### src/rtl/acc_reg_pkg.sv
// Shared types and constants for the accumulator register bank.
package acc_reg_pkg;

  // Copy engine states
  typedef enum logic [1:0] {IDLE, SAVE, RESTORE, DONE} copy_state_t;

  // Register 0 is the accumulator
  localparam int unsigned ACC_IDX = 0;

endpackage

### src/rtl/acc_copy_fsm.sv
// Save/restore copy engine: walks every register index once per request and
// tells the bank which direction to copy. busy/done are decoded from the state
// register only, so they have no combinational path from the request inputs.
module acc_copy_fsm
  import acc_reg_pkg::*;
#(
  parameter int unsigned D = 4
) (
  input  logic         clk_i,
  input  logic         rst_ni,
  input  logic         save_req_i,
  input  logic         restore_req_i,
  output logic         busy_o,
  output logic         done_o,
  output logic         idle_o,
  output logic         copy_save_o,
  output logic         copy_restore_o,
  output logic [D-1:0] copy_idx_o
);

  // N = 2**D, so the last index is all ones and the counter never wraps
  localparam logic [D-1:0] LastIdx = {D{1'b1}};
  localparam logic [D-1:0] CntOne  = {{(D-1){1'b0}}, 1'b1};

  copy_state_t  state_q, state_d;
  logic [D-1:0] cnt_q, cnt_d;

  // State and counter registers with synchronous reset
  always_ff @(posedge clk_i) begin
    if (!rst_ni) begin
      state_q <= IDLE;
      cnt_q   <= '0;
    end else begin
      state_q <= state_d;
      cnt_q   <= cnt_d;
    end
  end

  // Next-state logic; save wins when both requests arrive together
  always_comb begin
    state_d = state_q;
    cnt_d   = cnt_q;
    unique case (state_q)
      IDLE: begin
        cnt_d = '0;
        if (save_req_i) begin
          state_d = SAVE;
        end else if (restore_req_i) begin
          state_d = RESTORE;
        end
      end
      SAVE, RESTORE: begin
        cnt_d = cnt_q + CntOne;
        if (cnt_q == LastIdx) begin
          state_d = DONE;
          cnt_d   = '0;
        end
      end
      DONE: begin
        state_d = IDLE;
      end
    endcase
  end

  // Outputs decoded from registered state
  always_comb begin
    busy_o         = (state_q == SAVE) || (state_q == RESTORE);
    done_o         = (state_q == DONE);
    idle_o         = (state_q == IDLE);
    copy_save_o    = (state_q == SAVE);
    copy_restore_o = (state_q == RESTORE);
    copy_idx_o     = cnt_q;
  end

endmodule

### src/rtl/acc_reg_bank.sv
// Accumulator register file with two combinational read ports, dual write,
// optional write-to-read bypass and a shadow bank for context save/restore.
module acc_reg_bank
  import acc_reg_pkg::*;
#(
  parameter int unsigned W      = 8,
  parameter int unsigned D      = 4,
  parameter bit          BYPASS = 1'b0
) (
  input  logic         CLK,
  input  logic         RST_N,
  input  logic         RegWrite,
  input  logic         AccWrite,
  input  logic [D-1:0] reg_index,
  input  logic [D-1:0] rd_index_b,
  input  logic [W-1:0] writeValue,
  input  logic         save_req,
  input  logic         restore_req,
  output logic [W-1:0] Acc_out,
  output logic [W-1:0] Reg_out,
  output logic [W-1:0] RegB_out,
  output logic         busy,
  output logic         done
);

  localparam int unsigned  N      = 2 ** D;
  localparam logic [D-1:0] AccIdx = D'(ACC_IDX);

  logic [W-1:0] live_q   [N];
  logic [W-1:0] live_d   [N];
  logic [W-1:0] shadow_q [N];
  logic [W-1:0] shadow_d [N];

  logic         idle;
  logic         copy_save;
  logic         copy_restore;
  logic [D-1:0] copy_idx;
  logic         acc_we;
  logic         reg_we;

  acc_copy_fsm #(
    .D (D)
  ) u_copy_fsm (
    .clk_i          (CLK),
    .rst_ni         (RST_N),
    .save_req_i     (save_req),
    .restore_req_i  (restore_req),
    .busy_o         (busy),
    .done_o         (done),
    .idle_o         (idle),
    .copy_save_o    (copy_save),
    .copy_restore_o (copy_restore),
    .copy_idx_o     (copy_idx)
  );

  // Core write enables; writes land only while the copy engine is idle.
  // A RegWrite to index 0 folds into the accumulator write.
  always_comb begin
    acc_we = idle && (AccWrite || (RegWrite && (reg_index == AccIdx)));
    reg_we = idle && RegWrite && (reg_index != AccIdx);
  end

  // Next contents of the live and shadow banks
  always_comb begin
    live_d   = live_q;
    shadow_d = shadow_q;
    if (acc_we) begin
      live_d[AccIdx] = writeValue;
    end
    if (reg_we) begin
      live_d[reg_index] = writeValue;
    end
    if (copy_save) begin
      shadow_d[copy_idx] = live_q[copy_idx];
    end
    if (copy_restore) begin
      live_d[copy_idx] = shadow_q[copy_idx];
    end
  end

  // Storage; reset clears both banks and discards any partial copy
  always_ff @(posedge CLK) begin
    if (!RST_N) begin
      for (int i = 0; i < N; i++) begin
        live_q[i]   <= '0;
        shadow_q[i] <= '0;
      end
    end else begin
      live_q   <= live_d;
      shadow_q <= shadow_d;
    end
  end

  // Combinational read ports with optional same-cycle forwarding
  always_comb begin
    Acc_out  = live_q[AccIdx];
    Reg_out  = live_q[reg_index];
    RegB_out = live_q[rd_index_b];
    if (BYPASS) begin
      if (acc_we) begin
        Acc_out = writeValue;
      end
      if (reg_we || (acc_we && (reg_index == AccIdx))) begin
        Reg_out = writeValue;
      end
      if ((reg_we && (rd_index_b == reg_index)) || (acc_we && (rd_index_b == AccIdx))) begin
        RegB_out = writeValue;
      end
    end
  end

endmodule

### config.mk
export PLATFORM = sky130hd
export DESIGN_NAME = acc_reg_bank
export DESIGN_NICKNAME = d
export VERILOG_FILES = /design/src/rtl/acc_reg_pkg.sv /design/src/rtl/acc_copy_fsm.sv /design/src/rtl/acc_reg_bank.sv
export SDC_FILE = /design/constraint.sdc
export NUM_CORES = 1
export LEC_CHECK = 0
export BUFFER_PORTS_ARGS = -buffer_cell sky130_fd_sc_hd__buf_2
export CORE_UTILIZATION = 40
export CTS_CLUSTER_DIAMETER = 60
export DETAILED_ROUTE_END_ITERATION = 8
export GPL_ROUTABILITY_DRIVEN = 1
export GPL_TIMING_DRIVEN = 0
export MAX_ROUTING_LAYER = met4
export SYNTH_ARGS = -nofsm -noshare
export SYNTH_HDL_FRONTEND = slang
export SYNTH_HIERARCHICAL = 1
export SYNTH_SLANG_ARGS = --single-unit
export TNS_END_PERCENT = 50
### constraint.sdc
create_clock -name CLK -period 3.05 [get_ports CLK]
set_input_delay 0.915 -clock CLK [delete_from_list [all_inputs] [get_ports CLK]]
set_output_delay 0.915 -clock CLK [all_outputs]
set_load 0.005 [all_outputs]
# [Yosys cells after proc, flatten, opt, wreduce, memory -nomap -nowiden]
# Cells that the tools add are included.
[classes] bitwise_logic=3 add_sub_neg=1 n_eq_ne=6 n_mux=28 order_cmp=5 reduce_logical=14
[op_table] operator="bitwise mux 128 bit" count=3
[op_table] operator="two-way mux 128 bit" count=2
[op_table] operator="binary-select mux 8 bit (select 4 bit)" count=4
[op_table] operator="two-way mux 8 bit" count=11
[op_table] operator="demux 8 bit (select 4 bit)" count=2
[op_table] operator=">= comparator 5 bit, second input constant" count=3
[op_table] operator="NOT 4 -> 5 bit" count=3
[op_table] operator="< comparator 5 x 1 -> 1 bit, second input constant" count=2
[op_table] operator="one-hot mux 4 bit (2 select lines)" count=1
[op_table] operator="logical AND 1 bit" count=6
[op_table] operator="two-way mux 2 bit" count=3
[op_table] operator="one-hot mux 2 bit (3 select lines)" count=1
[op_table] operator="adder 4 x 1 -> 4 bit, second input constant" count=1
[op_table] operator="== test 2 bit, second input constant" count=2
[op_table] operator="== test 4 bit, second input constant" count=1
[op_table] operator="logical NOT 4 bit" count=1
[op_table] operator="two-way mux 4 bit" count=1
[op_table] operator="nonzero test 4 bit" count=1
[op_table] operator="!= test 3 bit, second input constant" count=1
[op_table] operator="== test 2 x 1 -> 1 bit, second input constant" count=1
[op_table] operator="logical NOT 2 bit" count=1
[op_table] operator="logical OR 1 bit" count=2
[op_table] operator="!= test 2 x 1 -> 1 bit, second input constant" count=1
[op_table] operator="AND reduction 2 bit" count=1
[op_table] operator="2 further kinds" count=2
[word_totals] elab_cells=91 reg_bits=262 input_bits=22

# [Depth between registers and ports, before layout]
# Gate-level depths: netlist (run 1).
[depth] word_depth=9 mapped_depth=8

# [Cells and area by module]
# The synthesis (run 1) kept the hierarchy.
[modules_own_cells] module="acc_reg_bank" area_per_inst_um2=13262.7 cells_each=1251 seq_area_each_um2=5124.9 n_inst=1
[modules_own_cells] module="acc_copy_fsm" area_per_inst_um2=382.9 cells_each=43 seq_area_each_um2=120.1 n_inst=1

# [Worst setup path after synthesis (run 1)]
# No wires, ideal clock.
[synth_path] path_type="input port to output port" startpoint="input port rd_index_b[0]" endpoint="output port RegB_out[1]" cell_stages=5 n_path_buf=2 arrival_ns=2.215 required_time_ns=2.135 path_slack_ns=-0.080 cell_sequence="clkbuf_1 > buf_2 > mux4_2 > a22oi_1 > nand2_1"
[synth_between] elab_chain_len=4
[synth_rtl] item="start, declared" line="acc_reg_bank.sv:15" text="input logic [D-1:0] rd_index_b,"
[synth_rtl] item="NOT 4 -> 5 bit (not written as such)" line="acc_reg_bank.sv:98" text="RegB_out = live_q[rd_index_b];"
[synth_rtl] item="binary-select mux 8 bit (select 4 bit)" line="acc_reg_bank.sv:98"
[synth_rtl] item="two-way mux 8 bit (not written as such) (2 in a row)" line="acc_reg_bank.sv:98"
[synth_rtl] item="end, declared" line="acc_reg_bank.sv:21" text="output logic [W-1:0] RegB_out,"
# Every way passes these cells. The select of a mux whose other input is x is not followed.

# [Final worst setup path (run 1)]
[layout_path] startpoint="input port rd_index_b[0]" endpoint="output port RegB_out[4]"
# The elaborated chain is that of the path after synthesis.

==> results of run 1 <==
## flip-flops by register name, summed over array words and instances (netlist names)
signal	cells
Acc_out	8
u_copy_fsm/copy_idx_o	4
shadow_q	128
live_q	120
u_copy_fsm/state_q	2
## worst max-delay path, cell delays in order
cell       delay (ns)
clkbuf_16        0.16
buf_12           0.14
mux4_2           0.54
a22oi_2          0.29
nand2_1          0.12
buf_2            0.14
## through the flow
stage / setup TNS [ns] / utilization / hold WS [ns] / power [mW]
finish: -1.517 / 0.4807 / 0.4706 / 9.171
global route: -1.788 / 0.4807 / 0.4905 / 9.410
CTS: -1.342 / 0.4799 / 0.4756 / 9.151
detailed placement: -10.06 / 0.4299 / 0.4580 / 5.388
global placement: -10.07 / 0.4299 / 0.4536 / 5.371
floorplan: 0 / - / 0.4406 / 4.817
## cells in the mapped netlist, types with 3 or more instances
cell type	instances	share of area
ha_1	6	0.0055
and2b_1	3	0.0017
nor2_2	7	0.0032
nand2_1	215	0.059
nor2_1	15	0.0041
a22o_1	64	0.041
o31a_1	4	0.0026
nand3_1	8	0.0029
buf_4	19	0.010
nor2b_1	34	0.016
buf_6	5	0.0041
inv_1	3	0.00083
mux2i_1	88	0.065
mux4_2	107	0.18
buf_2	31	0.011
dfxtp_1	262	0.38
o22ai_1	64	0.029
nand2b_1	7	0.0032
a21oi_1	3	0.0011
clkbuf_1	36	0.0099
mux4_1	5	0.0096
a22oi_1	33	0.018
o21ai_0	106	0.039
buf_1	3	0.00083
mux2i_4	8	0.013
a31oi_1	66	0.030
o21a_1	4	0.0022
o21ai_1	4	0.0015
a21boi_0	40	0.022
nor2_4	6	0.0050
## area by class of cell
| class | count | area, µm² |
|---|---|---|
| fill | 3087 | 17410 |
| clock buffer | 48 | 959.7 |
| inverter | 4 | 15.01 |
| buffer | 95 | 758.2 |
| tap | 448 | 560.5 |
| multi-input combinational | 933 | 8000 |
| timing repair buffer | 61 | 508.0 |
| clock inverter | 8 | 71.32 |
| sequential | 262 | 5245 |
| antenna | 1 | 2.502 |
## report_power, final
part | switching (mW) | total (mW) | internal (mW)
clock | 1.50 | 3.72 | 2.23
combinational | 1.10 | 1.83 | 0.729
sequential | 0.107 | 3.61 | 3.51
total | 2.71 | 9.17 | 6.47
## logic make-up (layout without fill, tap and decap cells)
| logic type | after synthesis | in the layout |
|---|---|---|
| simple gates | 324 | 324 |
| buf+inv | 99 | 216 |
| compound gates | 395 | 395 |
| fa+ha+maj | 6 | 6 |
| other cells | 0 | 1 |
| flops | 262 | 262 |
| mux | 208 | 208 |
## worst paths after layout
kind / startpoint / to / slack (ns) / cells past startpoint
worst max-delay path: rd_index_b[0] / RegB_out[4] / -0.18 / 6
worst min register to register: shadow_q[96]$_SDFFE_PN0P_ / shadow_q[96]$_SDFFE_PN0P_ / 0.47 / 1
worst max register to register: u_copy_fsm/state_q[0]$_SDFFE_PN0P_ / live_q[28]$_SDFF_PN0_ / 0.30 / 6
worst min-delay path: shadow_q[96]$_SDFFE_PN0P_ / shadow_q[96]$_SDFFE_PN0P_ / 0.47 / 1
## repair_timing
action                                  4_1_cts  5_1_grt
pin swaps                                    27        7
endpoints found under the setup margin       16       16
resized for setup                            88        9
cloned                                        6        1
setup buffers                                13        1
## per-layer routing
layer  track usage  wire length [µm]
met2        0.4384             22250
met4        0.1044              2135
met1        0.3879             20160
met3       0.05003              5356
met5             -                 0
==> flow_summary.toml, run 1 <==
[job]
cap_violations = 0

[place]
dp_cells = 1783
dp_hpwl_mm = 35.05
pre_cts_slack_ns = -0.8036
gp_congestion = 0.9631
place_area_um2 = 14420
port_buffers = 41

[setup_path]
critPathKind = "in -> out"
start_kind = "primary input"
crit_path_end_kind = "output port"
cp.arrival_ns = 2.32
cp_max_fo = 7
crit_required_ns = 2.13

[timing]
relSlewSlack = 0.2069
tightest_slew_ns = 1.181
post-route-period-util = 1.059
worst_slack_ns = -0.1809
setup_viol = 16
rsz0062_at_grt = "yes"
skew_ns = 0.007346
clock.fmax_mhz = 309.5
slew_violations = 0
finalHoldViolCount = 0
min_period_ns = 3.231

[floorplan]
core_area_um2 = 33530
dieHeight_um = 186.7
die_w_um = 186.7
ios = 48
start_util = 0.4069
dieArea_um2 = 34860
rows = 67

[route]
routed_via_density = 6.340
ant_nets = 0
wl_per_cell_um = 26.83
drtPass1Iterations = 5
drt-initial-drc-count = 1438
drt-total-wl_mm = 49.90
dr_total_vias = 11790
drc = 0

[global_routing]
grt_first_pass_wirelength_mm = 73.43
grt_pass1_vias = 11220
antenna_found_initial = 1
grt_use_total = 0.2892
grt-ovfl-total = 0
grt_start_max_net_pins = 15

[logic_synthesis]
synth.avg_cell_area_um2 = 10.55
yosys.area_share.simple = 0.1160
ys_ff_latch = 262
async_reset_ff_frac = 0
synth_edf_count = 0
synth_compound_area_frac = 0.1920
yosys_warnings = 6
synth_cell_types = 58
syn-cell-area_um2 = 13650
syn_inst = 1294
synth_top_family_by_area = "multiplexers"
synthXorXnorAreaFrac = 0
synthMuxAreaShare = 0.2640
synth_ff_type = "dfxtp_1"
synth-seq-area-share = 0.3844
synthAdderAreaFrac = 0.005502
synth_nets = 1322

[final_layout]
layout_commonest_cell = "dfxtp_1"
finish.instance_area_um2 = 16120
final_cells = 1860
fin_nets = 1416
layout_common_cells = "dfxtp_1, nand2_1, mux4_2, o21ai_0, mux2i_1"
syn_to_final_growth_pct = 18.14
drive_gt1_frac = 0.2381

[run_status]
failed_checks = "setup timing"
status = "finished with violations"

[cts]
cts_buffers = 31
clockBufferDepth = 3
cts.htree.levels = 1
path_clk_slew_ns = 0.06
cts_tree = "done"
clk_latency_ns = 0.55
cts_num_sinks = 262
cts-root-buf = "clkbuf_16"
cts_hold_buffers = 0

[min_path]
hp-class = "reg -> reg"

[power]
p_per_area_nw_per_um2 = 568.9
ir_drop_mv = 0.4309
p_leak_nw = 5.545
(Power assumes the default switching activity.)
==> inputs of run 2 (changes only) <==
- REMOVE_ABC_BUFFERS: unset -> 1
- SYNTH_HIERARCHICAL: 1 -> unset
==> run 2 against run 1 <==
Net effect:
- the run still ends with setup timing left
- worst setup slack better by 0.15 ns
- critical path depth is 1 lower
- final cell count is 0.59% lower
- sequential power rose by 2%
- wire length is 10% lower
- largest cell class unchanged
==> flow_summary.toml, run 2 <==
[run_status]
status = "finished with violations"
failed_checks = "setup timing"

[final_layout]
drive_gt1_frac = 0.2119
fin_nets = 1399
layout_common_cells = "dfxtp_1, o21ai_0, a21oi_1, nand2_1, mux2i_1"
largest_reg_flops = 128
fin_util = 0.4586
finish.instance_area_um2 = 15840
largest_register = "shadow_q"
layout_commonest_cell = "dfxtp_1"
syn_to_final_growth_pct = 13.00

[timing]
finalHoldViolCount = 0
skew_ns = 0.01772
slew_violations = 0
clock.fmax_mhz = 324.8
hold-worst-slack_ns = 0.4463
post-route-period-util = 1.010
rsz0062_at_grt = "yes"
setup_viol = 2
tightest_slew_ns = 1.198
min_period_ns = 3.079
worst_slack_ns = -0.02905
relSlewSlack = 0.2013

[logic_synthesis]
synth_top_cell_by_area = "dfxtp_1"
yosys-top-cells-count = "dfxtp_1, o21ai_0, a21oi_1, nand2_1, mux2i_1"
synth_edf_count = 0
synth_cell_types = 46
ys_top_cells_by_area = "dfxtp_1, mux4_2, mux2i_1"
synth.avg_cell_area_um2 = 10.04
ys_ff_latch = 262
yosys_warnings = 0
syn_inst = 1396
async_reset_ff_frac = 0
synth_ff_type = "dfxtp_1"
synth-seq-area-share = 0.3742
syn-cell-area_um2 = 14020
synth.most_common_cell = "dfxtp_1"
synth_top_area_share = 0.3742

[min_path]
hp-start = "shadow_q[0]$_SDFFE_PN0P_"
hold_path_depth = 2
hp-class = "reg -> reg"
hold_end = "shadow_q[0]$_SDFFE_PN0P_"

[route]
drt-total-wl_mm = 44.93
drc = 0
wl_per_cell_um = 24.30
wl_met2_mm = 21.46
routed_via_density = 6.167
ant_nets = 0
drt-initial-drc-count = 957
met1_length_mm = 18.40
top_layer = "met4"
drtPass1Iterations = 6
dr_total_vias = 11400
wl_met3_mm = 3.902

[setup_path]
cp_max_fo = 9
crit_required_ns = 2.13
slowest_delay_ns = 0.52
reg2reg_slack_ns = 0.08
path_cells = "buf_16 > mux4_2 > a22oi_1 > nand2_1 > buf_2"
reg2reg_depth = 5
cp.arrival_ns = 2.16
r2r_end = "shadow_q[51]$_SDFFE_PN0P_"
cp-startpoint = "reg_index[0]"
start_kind = "primary input"
crit_path_end_kind = "output port"
slowest_stage = "mux4_2"
critPathKind = "in -> out"
r2r-start = "u_copy_fsm.state_q[1]$_SDFFE_PN0P_"

[cts]
cts_buffers = 34
clk_latency_ns = 0.52
cts_hold_buffers = 0
post-cts-setup-buffers = 0
cts_tree = "done"
cts.htree.levels = 2
cts-root-buf = "clkbuf_16"
path_clk_slew_ns = 0.06
clockBufferDepth = 3
cts_num_sinks = 262

[global_routing]
grt_start_max_net_pins = 110
grt_use_total = 0.2565
grt-ovfl-total = 0
grt_pass1_vias = 10740
antenna_found_initial = 2
grt_first_pass_wirelength_mm = 67.22

[power]
p_per_area_nw_per_um2 = 584.6
combPwrFrac = 0.166
p_sw_mw = 2.684
p_leak_nw = 5.782
sw_frac_of_total = 0.2899
ir_drop_mv = 0.3284
p_total_mw = 9.260
clkPwrFrac = 0.436
intPower_mw = 6.575
seqPwrFrac = 0.399

[floorplan]
core_area_um2 = 34540
dieHeight_um = 189.2
dieArea_um2 = 35800
start_util = 0.4058
rows = 68
die_w_um = 189.2
ios = 48

[place]
dp_hpwl_mm = 28.01
gp_congestion = 0.8537
port_buffers = 47
place_area_um2 = 14320
pre_cts_slack_ns = -1.073

[job]
cap_violations = 0
run 2: cell count changes after synthesis, sizes merged, moves of 16 or more:
cell,previous run,this run
a22o,64,0
o22ai,64,1
nor2b,34,15
nand2,215,195
a31oi,66,8
a21boi,40,0
mux4,112,128
a21oi,3,187
o21ai,112,218
mux2i,96,131
nand3,9,25
clkbuf,37,62
run 2: timing repair:
item | CTS | global route
pin swaps | 4 | 0
endpoints found under the setup margin | 103 | 75
gates resized for setup | 49 | 12
cloned | 5 | 0
run 2: layout make-up:
type                            count  area, µm²
Inverter                            6      26.28
Tap cell                          455      569.3
Timing Repair Buffer               58      605.6
Clock inverter                     12      110.1
Sequential cell                   262       5254
Fill cell                        3246      18700
Multi-Input combinational cell   1005       8249
Antenna cell                        2      5.005
Clock buffer                       49       1021
run 2: worst max-delay path, delay by kind of cell:
family | cells | cell delay (ns)
mux | 1 | 0.52
compound gates | 1 | 0.29
buf+inv | 2 | 0.29
simple gates | 1 | 0.13
run 2: cells by family (layout without fill, tap and decap cells):
logic type / Yosys count / after routing / share of synthesized area
other: 0 / 2 / 0
XOR/XNOR: 2 / 2 / 0.001250
AND/OR/NAND/NOR: 277 / 277 / 0.08765
adder cells (fa/ha/maj): 10 / 10 / 0.008925
flip-flops: 262 / 262 / 0.3742
buffers and inverters: 129 / 125 / 0.04659
multiplexers: 259 / 259 / 0.3079
AO/OA/AOI/OAI: 457 / 457 / 0.1735
run 2: worst max path at each step:
stage,slack [ns],depth (start not counted),to
finish,-0.03,5,Reg_out[3]
global route,-0.009,5,Reg_out[7]
global placement,-2.98,5,shadow_q[71]$_SDFFE_PN0P_
CTS,0.0004,5,Reg_out[3]
floorplan,-0.76,6,Acc_out[0]$_SDFF_PN0_
detailed placement,-1.07,5,Reg_out[7]
run 2: stage by stage:
step	TNS, ns	instances
final	-0.03134	1849
after global routing	-0.009423	1849
after CTS	0	1846
after detailed placement	-75.59	1780
after global placement	-674.57	1775
after floorplan	-133.57	1273
run 2: power by group through the flow:
| stage | logic (mW) | clock network (mW) | registers (mW) |
|---|---|---|---|
| finish | 1.53 | 4.03 | 3.69 |
| global route | 1.62 | 4.23 | 3.71 |
| CTS | 1.51 | 4.08 | 3.69 |
| detailed placement | 1.44 | 0 | 3.77 |
| global placement | 1.30 | 0 | 3.88 |
| floorplan | 0.849 | 0 | 3.78 |
run 2: metal layers:
| layer | global-route usage | up-vias |
|---|---|---|
| met5 | - | - |
| met4 | 0.08127 | 0 |
| met3 | 0.03985 | 80 |
| met2 | 0.4033 | 534 |
| met1 | 0.3390 | 5616 |
| li1 | - | 5173 |
